==> config.mk <==
export PLATFORM = sky130hd
export DESIGN_NAME = spike_replay_mux
export DESIGN_NICKNAME = d
export VERILOG_FILES = /design/src/rtl/spike_replay_mux.sv
export SDC_FILE = /design/constraint.sdc
export NUM_CORES = 1
export LEC_CHECK = 0
export BUFFER_PORTS_ARGS = -buffer_cell sky130_fd_sc_hd__buf_2
export CORE_ASPECT_RATIO = 0.75
export CORE_MARGIN = 10
export CORE_UTILIZATION = 62
export CTS_BUF_LIST = sky130_fd_sc_hd__clkbuf_16
export DETAILED_ROUTE_END_ITERATION = 16
export GPL_TIMING_DRIVEN = 0
export PLACE_DENSITY = 0.8
export SYNTH_ARGS = -nofsm -noshare
export SYNTH_HDL_FRONTEND = slang
export SYNTH_SLANG_ARGS = --single-unit
==> constraint.sdc <==
create_clock -name clk -period 5.95 [get_ports clk]
set_input_delay 0.2975 -clock clk [delete_from_list [all_inputs] [get_ports clk]]
set_output_delay 0.2975 -clock clk [all_outputs]
set_load 0.03 [all_outputs]
==> src/rtl/spike_replay_mux.sv <==
`default_nettype none
// ============================================================================
// Module   : spike_replay_mux
// Function : double-banked first-spike capture; replays the previous gamma
//            cycle onto one P-wide bus, interleaving networks slot by slot.
// Revision : 1.0
// ============================================================================
module spike_replay_mux #(
  parameter int NUM_NET            = 2,
  parameter int P                  = 8,
  parameter int T_WIN              = 8,
  parameter int GAMMA_CYCLE_LENGTH = 18
) (
  input  logic                                  clk,
  input  logic                                  grst,
  input  logic                                  gamma_start,
  input  logic [NUM_NET*P-1:0]                  in_spikes,
  output logic [P-1:0]                          muxed_spikes,
  output logic [$clog2(NUM_NET)-1:0]            muxed_net_id,
  output logic                                  muxed_valid,
  output logic [$clog2(GAMMA_CYCLE_LENGTH)-1:0] replay_idx,
  output logic                                  late_spike
);

  localparam int c_LINES = NUM_NET * P;
  localparam int c_SLOTS = NUM_NET * T_WIN;
  localparam int c_OFF_W = $clog2(GAMMA_CYCLE_LENGTH);
  localparam int c_T_W   = $clog2(T_WIN);
  localparam int c_NID_W = $clog2(NUM_NET);
  localparam logic [c_OFF_W-1:0] c_LAST = c_OFF_W'(GAMMA_CYCLE_LENGTH - 1);

  generate
    if ((GAMMA_CYCLE_LENGTH < c_SLOTS) || (NUM_NET < 2) ||
        ((NUM_NET & (NUM_NET - 1)) != 0)) begin : g_cfg_check
      $error("spike_replay_mux: invalid NUM_NET / GAMMA_CYCLE_LENGTH combination");
    end
  endgenerate

  logic [c_OFF_W-1:0] r_offset;
  logic               r_wsel;
  logic               r_armed;
  logic               r_primed;
  logic [c_LINES-1:0] r_valid [2];
  logic [c_T_W-1:0]   r_time  [2][c_LINES];

  logic [c_OFF_W-1:0] w_off;
  logic               w_wbank;
  logic               w_rbank;
  logic               w_armed;
  logic               w_primed;
  logic               w_cap_en;
  logic               w_replay;
  logic [c_T_W-1:0]   w_t;
  logic [c_T_W-1:0]   w_k;
  logic [c_NID_W-1:0] w_net;
  logic [c_LINES-1:0] w_take;
  logic [P-1:0]       w_rd;

  // gamma_start acts within its own cycle: offset 0, swapped banks, armed
  always_comb begin
    w_off    = gamma_start ? '0 : r_offset;
    w_wbank  = gamma_start ? ~r_wsel : r_wsel;
    w_rbank  = ~w_wbank;
    w_armed  = r_armed | gamma_start;
    w_primed = r_primed | (gamma_start & r_armed);
    w_cap_en = w_armed && (32'(w_off) < T_WIN);
    w_replay = w_primed && (32'(w_off) < c_SLOTS);
    w_t      = c_T_W'(w_off);
    w_net    = w_off[c_NID_W-1:0];
    w_k      = c_T_W'(w_off >> c_NID_W);
    w_take   = (gamma_start ? in_spikes : (in_spikes & ~r_valid[w_wbank])) &
               {c_LINES{w_cap_en}};
    late_spike = ~grst & (|(in_spikes & ~w_take));
    w_rd = '0;
    for (int nn = 0; nn < NUM_NET; nn++) begin
      for (int p = 0; p < P; p++) begin
        if (w_net == c_NID_W'(nn)) begin
          w_rd[p] = r_valid[w_rbank][nn*P+p] && (r_time[w_rbank][nn*P+p] == w_k);
        end
      end
    end
  end

  always_ff @(posedge clk or posedge grst) begin
    if (grst) begin
      r_offset <= '0;
      r_wsel   <= 1'b0;
      r_armed  <= 1'b0;
      r_primed <= 1'b0;
    end else begin
      if (gamma_start) begin
        r_offset <= c_OFF_W'(1);
        r_wsel   <= ~r_wsel;
        r_armed  <= 1'b1;
        r_primed <= w_primed;
      end else if (r_offset != c_LAST) begin
        r_offset <= r_offset + c_OFF_W'(1);
      end
    end
  end

  always_ff @(posedge clk or posedge grst) begin
    if (grst) begin
      for (int b = 0; b < 2; b++) begin
        r_valid[b] <= '0;
        for (int i = 0; i < c_LINES; i++) begin
          r_time[b][i] <= '0;
        end
      end
    end else begin
      for (int b = 0; b < 2; b++) begin
        if (1'(b) == w_wbank) begin
          r_valid[b] <= (gamma_start ? '0 : r_valid[b]) | w_take;
          for (int i = 0; i < c_LINES; i++) begin
            if (w_take[i]) begin
              r_time[b][i] <= w_t;
            end
          end
        end
      end
    end
  end

  always_ff @(posedge clk or posedge grst) begin
    if (grst) begin
      muxed_spikes <= '0;
      muxed_net_id <= '0;
      muxed_valid  <= 1'b0;
      replay_idx   <= '0;
    end else begin
      muxed_valid  <= w_replay;
      muxed_spikes <= w_replay ? w_rd  : '0;
      muxed_net_id <= w_replay ? w_net : '0;
      replay_idx   <= w_replay ? w_off : '0;
    end
  end

endmodule
`default_nettype wire
# After elaboration in Yosys (flattened, before gate mapping)
# Cells that the tools add are included.
[word_totals]
in_bits = 19
word_cells = 159
out_inout_bits = 16
regBits = 151
[op_classes]
n_bitwise = 16
n_mux = 27
order_cmp = 4
add_sub_neg = 1
n_reduce_logical = 52
eq_ne = 17
[ops]
columns = ["cell", "count"]
rows = [
  ["$mux W16", 9],
  ["$mux W48", 3],
  ["$reduce_and A2 Y1", 32],
  ["$and A16 B16 Y16", 3],
  ["$eq A3 B3 Y1", 16],
  ["$not A16 Y16", 2],
  ["$or A16 B16 Y16", 2],
  ["$mux W5", 4],
  ["$logic_and A1 B1 Y1", 18],
  ["$reduce_or A16 Y1", 1],
  ["$mux W1", 10],
  ["$mux W8", 1],
  ["$add A5 B1 Y5 const B", 1],
  ["$lt A5 B4 Y1 const B", 1],
  ["$lt A5 B5 Y1 const B", 1],
  ["$ne A5 B5 Y1 const B", 1],
  ["$ge A2 B2 Y1 const B", 2],
  ["$not A1 Y2", 2],
  ["$not A1 Y1", 3],
  ["$and A1 B1 Y1", 2],
  ["$or A1 B1 Y1", 2],
  ["$reduce_bool A2 Y1", 1],
]

# Longest topological paths before layout
[logic_depth]
ltp_word = 14
ltp_mapped = 10

# Worst setup path after synthesis
# No wires, ideal clock.
[synth_timing]
kind = "register to output"
from = "reg r_wsel"
to = "out late_spike"
t_arrival_ns = 1.894
path_buffers = 2
slack_ns = 3.759
stages_incl_launch_ff = 8
cell_sequence = "dfrtp_1 buf_2 buf_1 mux2_2 o21ai_0 nand4_1 nor4_1 nor3_1"
[synth_via]
elab_chain_len = 14
[synth_rtl]
columns = ["item", "line_no", "rtl"]
rows = [
  ["start: declaration", "40", "logic r_wsel;"],
  ["start signal: assignment", "93", "r_wsel <= ~r_wsel;"],
  ["$not A1 Y1", "62", "w_wbank = gamma_start ? ~r_wsel : r_wsel;"],
  ["$mux W1 (*)", "--", ""],
  ["$not A1 Y2 (not written as such) (*)", "71", "w_take = (gamma_start ? in_spikes : (in_spikes & ~r_valid[w_wbank])) &"],
  ["$mux W16 (not written as such) (*) (3 in a row)", "71", ""],
  ["$not A16 Y16 (*)", "71", ""],
  ["$and A16 B16 Y16 (*)", "71", ""],
  ["$mux W16 (*)", "71", ""],
  ["$and A16 B16 Y16 (*)", "71", ""],
  ["$not A16 Y16 (*)", "73", "late_spike = ~grst & (|(in_spikes & ~w_take));"],
  ["$and A16 B16 Y16 (*)", "73", ""],
  ["$reduce_or A16 Y1 (*)", "73", ""],
  ["$and A1 B1 Y1 (*)", "73", ""],
  ["end: declaration", "22", "output logic late_spike"],
]
# Every way passes the cells marked *; elsewhere a longest branch is shown, timed or not. The select of a mux whose other input is x is not followed.

# Final worst setup path
# Ends and elaborated chain as after synthesis.

==> key figures <==
Outcome
  – Status: complete, no violations

Setup path
  – Kind of end point of the critical path: primary output
  – Worst path most repeated cell: buf_2
  – Max stage delay cell, worst path: buf_1
  – Crit path max-delay family: buffers and inverters
  – Critical path, cell by cell: buf_2 -> buf_1 -> mux2_2 -> o21ai_0 -> nand4_1 -> nor4_1 -> nor3_1 -> buf_2
  – CP max stage delay: a little over 0.6 ns
  – Arr. time, crit path: around 3.2 ns
  – CP required: between 5 and 6 ns
  – Critical path startpoint category: flop
  – Worst path bufs/invs: 3
  – Setup CP Type: reg -> out
  – Critical path peak fanout: 10

Detailed routing
  – # DRC: 0
  – Vias: just over 6,000
  – WL/cell: about 27 µm
  – Pre-antenna DRT Iters: 6
  – Starting DRT DRC Count: between 700 and 800
  – Metal3 WL: roughly 2900 µm
  – Top layer in use: met4
  – Final ANT Viol Nets: 0
  – Number of vias per cell: around 6.7
  – Metal-1 WL: roughly 10,000 µm
  – Routed WL: 24,450 µm
  – Met2 WL: roughly 11,000 µm

Logic synthesis
  – Most used DFF post-synth: dfrtp_1
  – Mapped Area: 7869 µm²
  – Post-Synth XOR/XNOR Area: 5.359%
  – Number of synthesized flops with an enable pin: 0
  – Cell variety after synth: 57
  – Synth warn: 0
  – Post-Syn Instances: 684
  – Top cell type by total area after synthesis: dfrtp_1
  – Synth Area in Adders: 0.3180%
  – Syn nets: about 700
  – Compound-cell area share of the yosys netlist: about an eighth
  – #FFs+latches synth: 150
  – Dominant cells by area after synthesis: dfrtp_1, mux2_2, mux2i_1
  – Yosys top cell area share: between 40 and 50%
  – Seq/Total Area, Yosys: 47.70%
  – Simple-Gate Fraction of Synth Area: under 10%
  – Asr flop ratio synth: 100.0%
  – Avg Cell Area, Syn: 11.50 µm²
  – Largest family of logic cells by synthesized area: multiplexers
  – Post-synthesis mux area share: ~23%

GRT
  – GRT Resource Usage Total: 27.76%
  – Grt total ovfl: 0
  – Largest net degree at the start of global routing: 94
  – First-pass GRT wire length: 37,560 µm
  – Antenna violations before repair: 0
  – Number of global-route vias before repair: just over 6,000

Clock network
  – Postcts setup bufs: 0
  – CTS clock-pin slew for the worst setup and hold paths: roughly 0.07 ns
  – Max clock buf depth: 2
  – Hold_buf cts: 0
  – Clk_lat worst skew: 0.43 ns
  – Clk sink count: 150
  – H-Tree Depth: 4
  – Clk root buf: clkbuf_16
  – CTS tree: built
  – CTS buffer count: 17
  – Cts repair resizes: 0

Power and ir drop
  – LEAKAGE: slightly above 0.004 µW
  – Power Internal: 2933 µW
  – Clk pwr share: approximately 23%
  – Net Switching: 1817 µW
  – VDD IR-drop max: ~0.31 mV
  – Seq pwr share: between 30% and 40%
  – Power Dens Cells: 536.2 nW/µm²
  – Comb pwr share: 41.1%
  – Sw Ratio: roughly two fifths

STA
  – Slew Viols, Final: 0
  – Post-Route Skew: roughly 0.011 ns
  – Setup TNS: 0 ns
  – Max Fclk: about 290 MHz
  – RSZ-0062 raised after global routing: no
  – Slew @ Worst Pin: 1.313 ns
  – Crit path time final: 3.477 ns
  – Max-slew headroom: about an eighth
  – Final-report hold violation count: 0
  – Setup violators final: 0
  – Final worst path period share: around three fifths

Floorplanning
  – Core area: 12,350 µm²
  – Die area: between 15,000 and 20,000 µm²
  – Num ports: 35
  – Num rows: 35
  – Die height: roughly 120 µm
  – Starting Density: 63.72%
  – Die Wd: about 150 µm

Place
  – IO Port Bufs: 34
  – Cells after DPL: 885
  – Placer Congestion: slightly below 1
  – HPWL Detailed: roughly 16,000 µm

Cells and area
  – Non-filler cells in the finished layout: about 920
  – Share of post-route cells with drive strength above 1: roughly 29%
  – Area growth, synth to finish: 12.56%
  – Final Net Count: 759
  – ANT cells: 0

Job
  – Maximum Capacitance Violations: 0

Hold path
  – Worst min path class: in -> async
-- power by group through the flow --
stage	combinational, µW	sequential [µW]	clock, µW
floorplan	1410	1670	0
global placement	1850	1690	0
detailed placement	1900	1720	0
CTS	1920	1710	1060
global route	2070	1770	1110
finish	1950	1730	1070
-- final timing paths --
| check | start | endpoint | slack, ns | depth (start not counted) |
|---|---|---|---|---|
| max | r_wsel | late_spike | 2.47 | 8 |
| min | grst | muxed_spikes[4] | 0.06 | 2 |
| max reg2reg | r_offset[1] | r_time[64] | 2.77 | 5 |
| min reg2reg | r_time[49] | r_time[49] | 0.50 | 1 |
| max in group asynchronous | grst | r_time[51] | 5.10 | 3 |
| min in group clk | in_spikes[5] | r_valid[21] | 0.16 | 2 |
-- Yosys cell counts, drive strengths merged, types with 12 or more instances --
| cell type | number |
|---|---|
| nand2 | 42 |
| buf | 21 |
| a21oi | 12 |
| dfrtp | 150 |
| xnor2 | 36 |
| a22o | 30 |
| clkbuf | 28 |
| mux2 | 113 |
| nor2 | 30 |
| nand4 | 14 |
| o21ai | 65 |
| mux2i | 43 |
-- logic make-up (layout without fill, tap and decap cells) --
logic type | count (synthesis) | count (layout)
mux | 156 | 156
flops | 150 | 150
compound gates | 146 | 146
simple gates | 123 | 123
buf+inv | 60 | 127
xor+xnor | 46 | 46
fa+ha+maj | 2 | 2
other cells | 1 | 1
-- layer usage --
metal / up-vias / track usage, %
met5: - / 0
met4: 0 / 10.18
met1: 3068 / 38.37
met3: 72 / 7.876
li1: 2580 / -
met2: 448 / 40.44
-- worst reg2reg max path, cell delays in order, from the launching register on --
cell and delay [ns]:
dfrtp_1 0.35, clkbuf_1 0.44, inv_1 0.22, nor2_1 1.03, clkbuf_1 0.77, mux2_2 0.30
-- final cells by class --
type / count / area, µm²
Tap cell: 166 / 207.7
Buffer: 49 / 226.5
Fill cell: 907 / 3492
Sequential cell: 150 / 3754
Timing Repair Buffer: 35 / 197.7
Clock inverter: 15 / 152.6
Inverter: 11 / 46.29
Clock buffer: 17 / 425.4
Multi-Input combinational cell: 474 / 3847
-- flip-flops by register name, indices dropped and copies added, names as in the netlist --
register and cells:
r_offset 5, r_armed 1, r_wsel 1, r_valid 32, replay_idx 5, r_time 96
muxed_valid 1, r_primed 1, muxed_spikes 8
-- cells in the final DEF, fill, tap and decap left out, drive strengths merged, types with 30 or more instances in the layout --
cell and n:
buf 56, mux2 113, mux2i 43, a22o 30, dfrtp 150, nand2 42, nor2 30, xnor2 36
o21ai 65, clkbuf 45
-- stage by stage --
step | cell area (µm²) | hold WS (ns) | util (%) | total power (µW) | setup slack (ns)
after global placement | 8247 | 0.4861 | 66.78 | 3544 | 0.1352
final | 8857 | 0.05759 | 71.72 | 4750 | 2.473
after detailed placement | 8279 | 0.4930 | 67.04 | 3616 | 2.893
after global routing | 8857 | 0.1481 | 71.72 | 4949 | 2.423
after floorplan | 7869 | 0.4102 | - | 3082 | 1.616
after CTS | 8857 | 0.1061 | 71.72 | 4691 | 2.494
No activity file was read; power rests on OpenSTA's default activity.
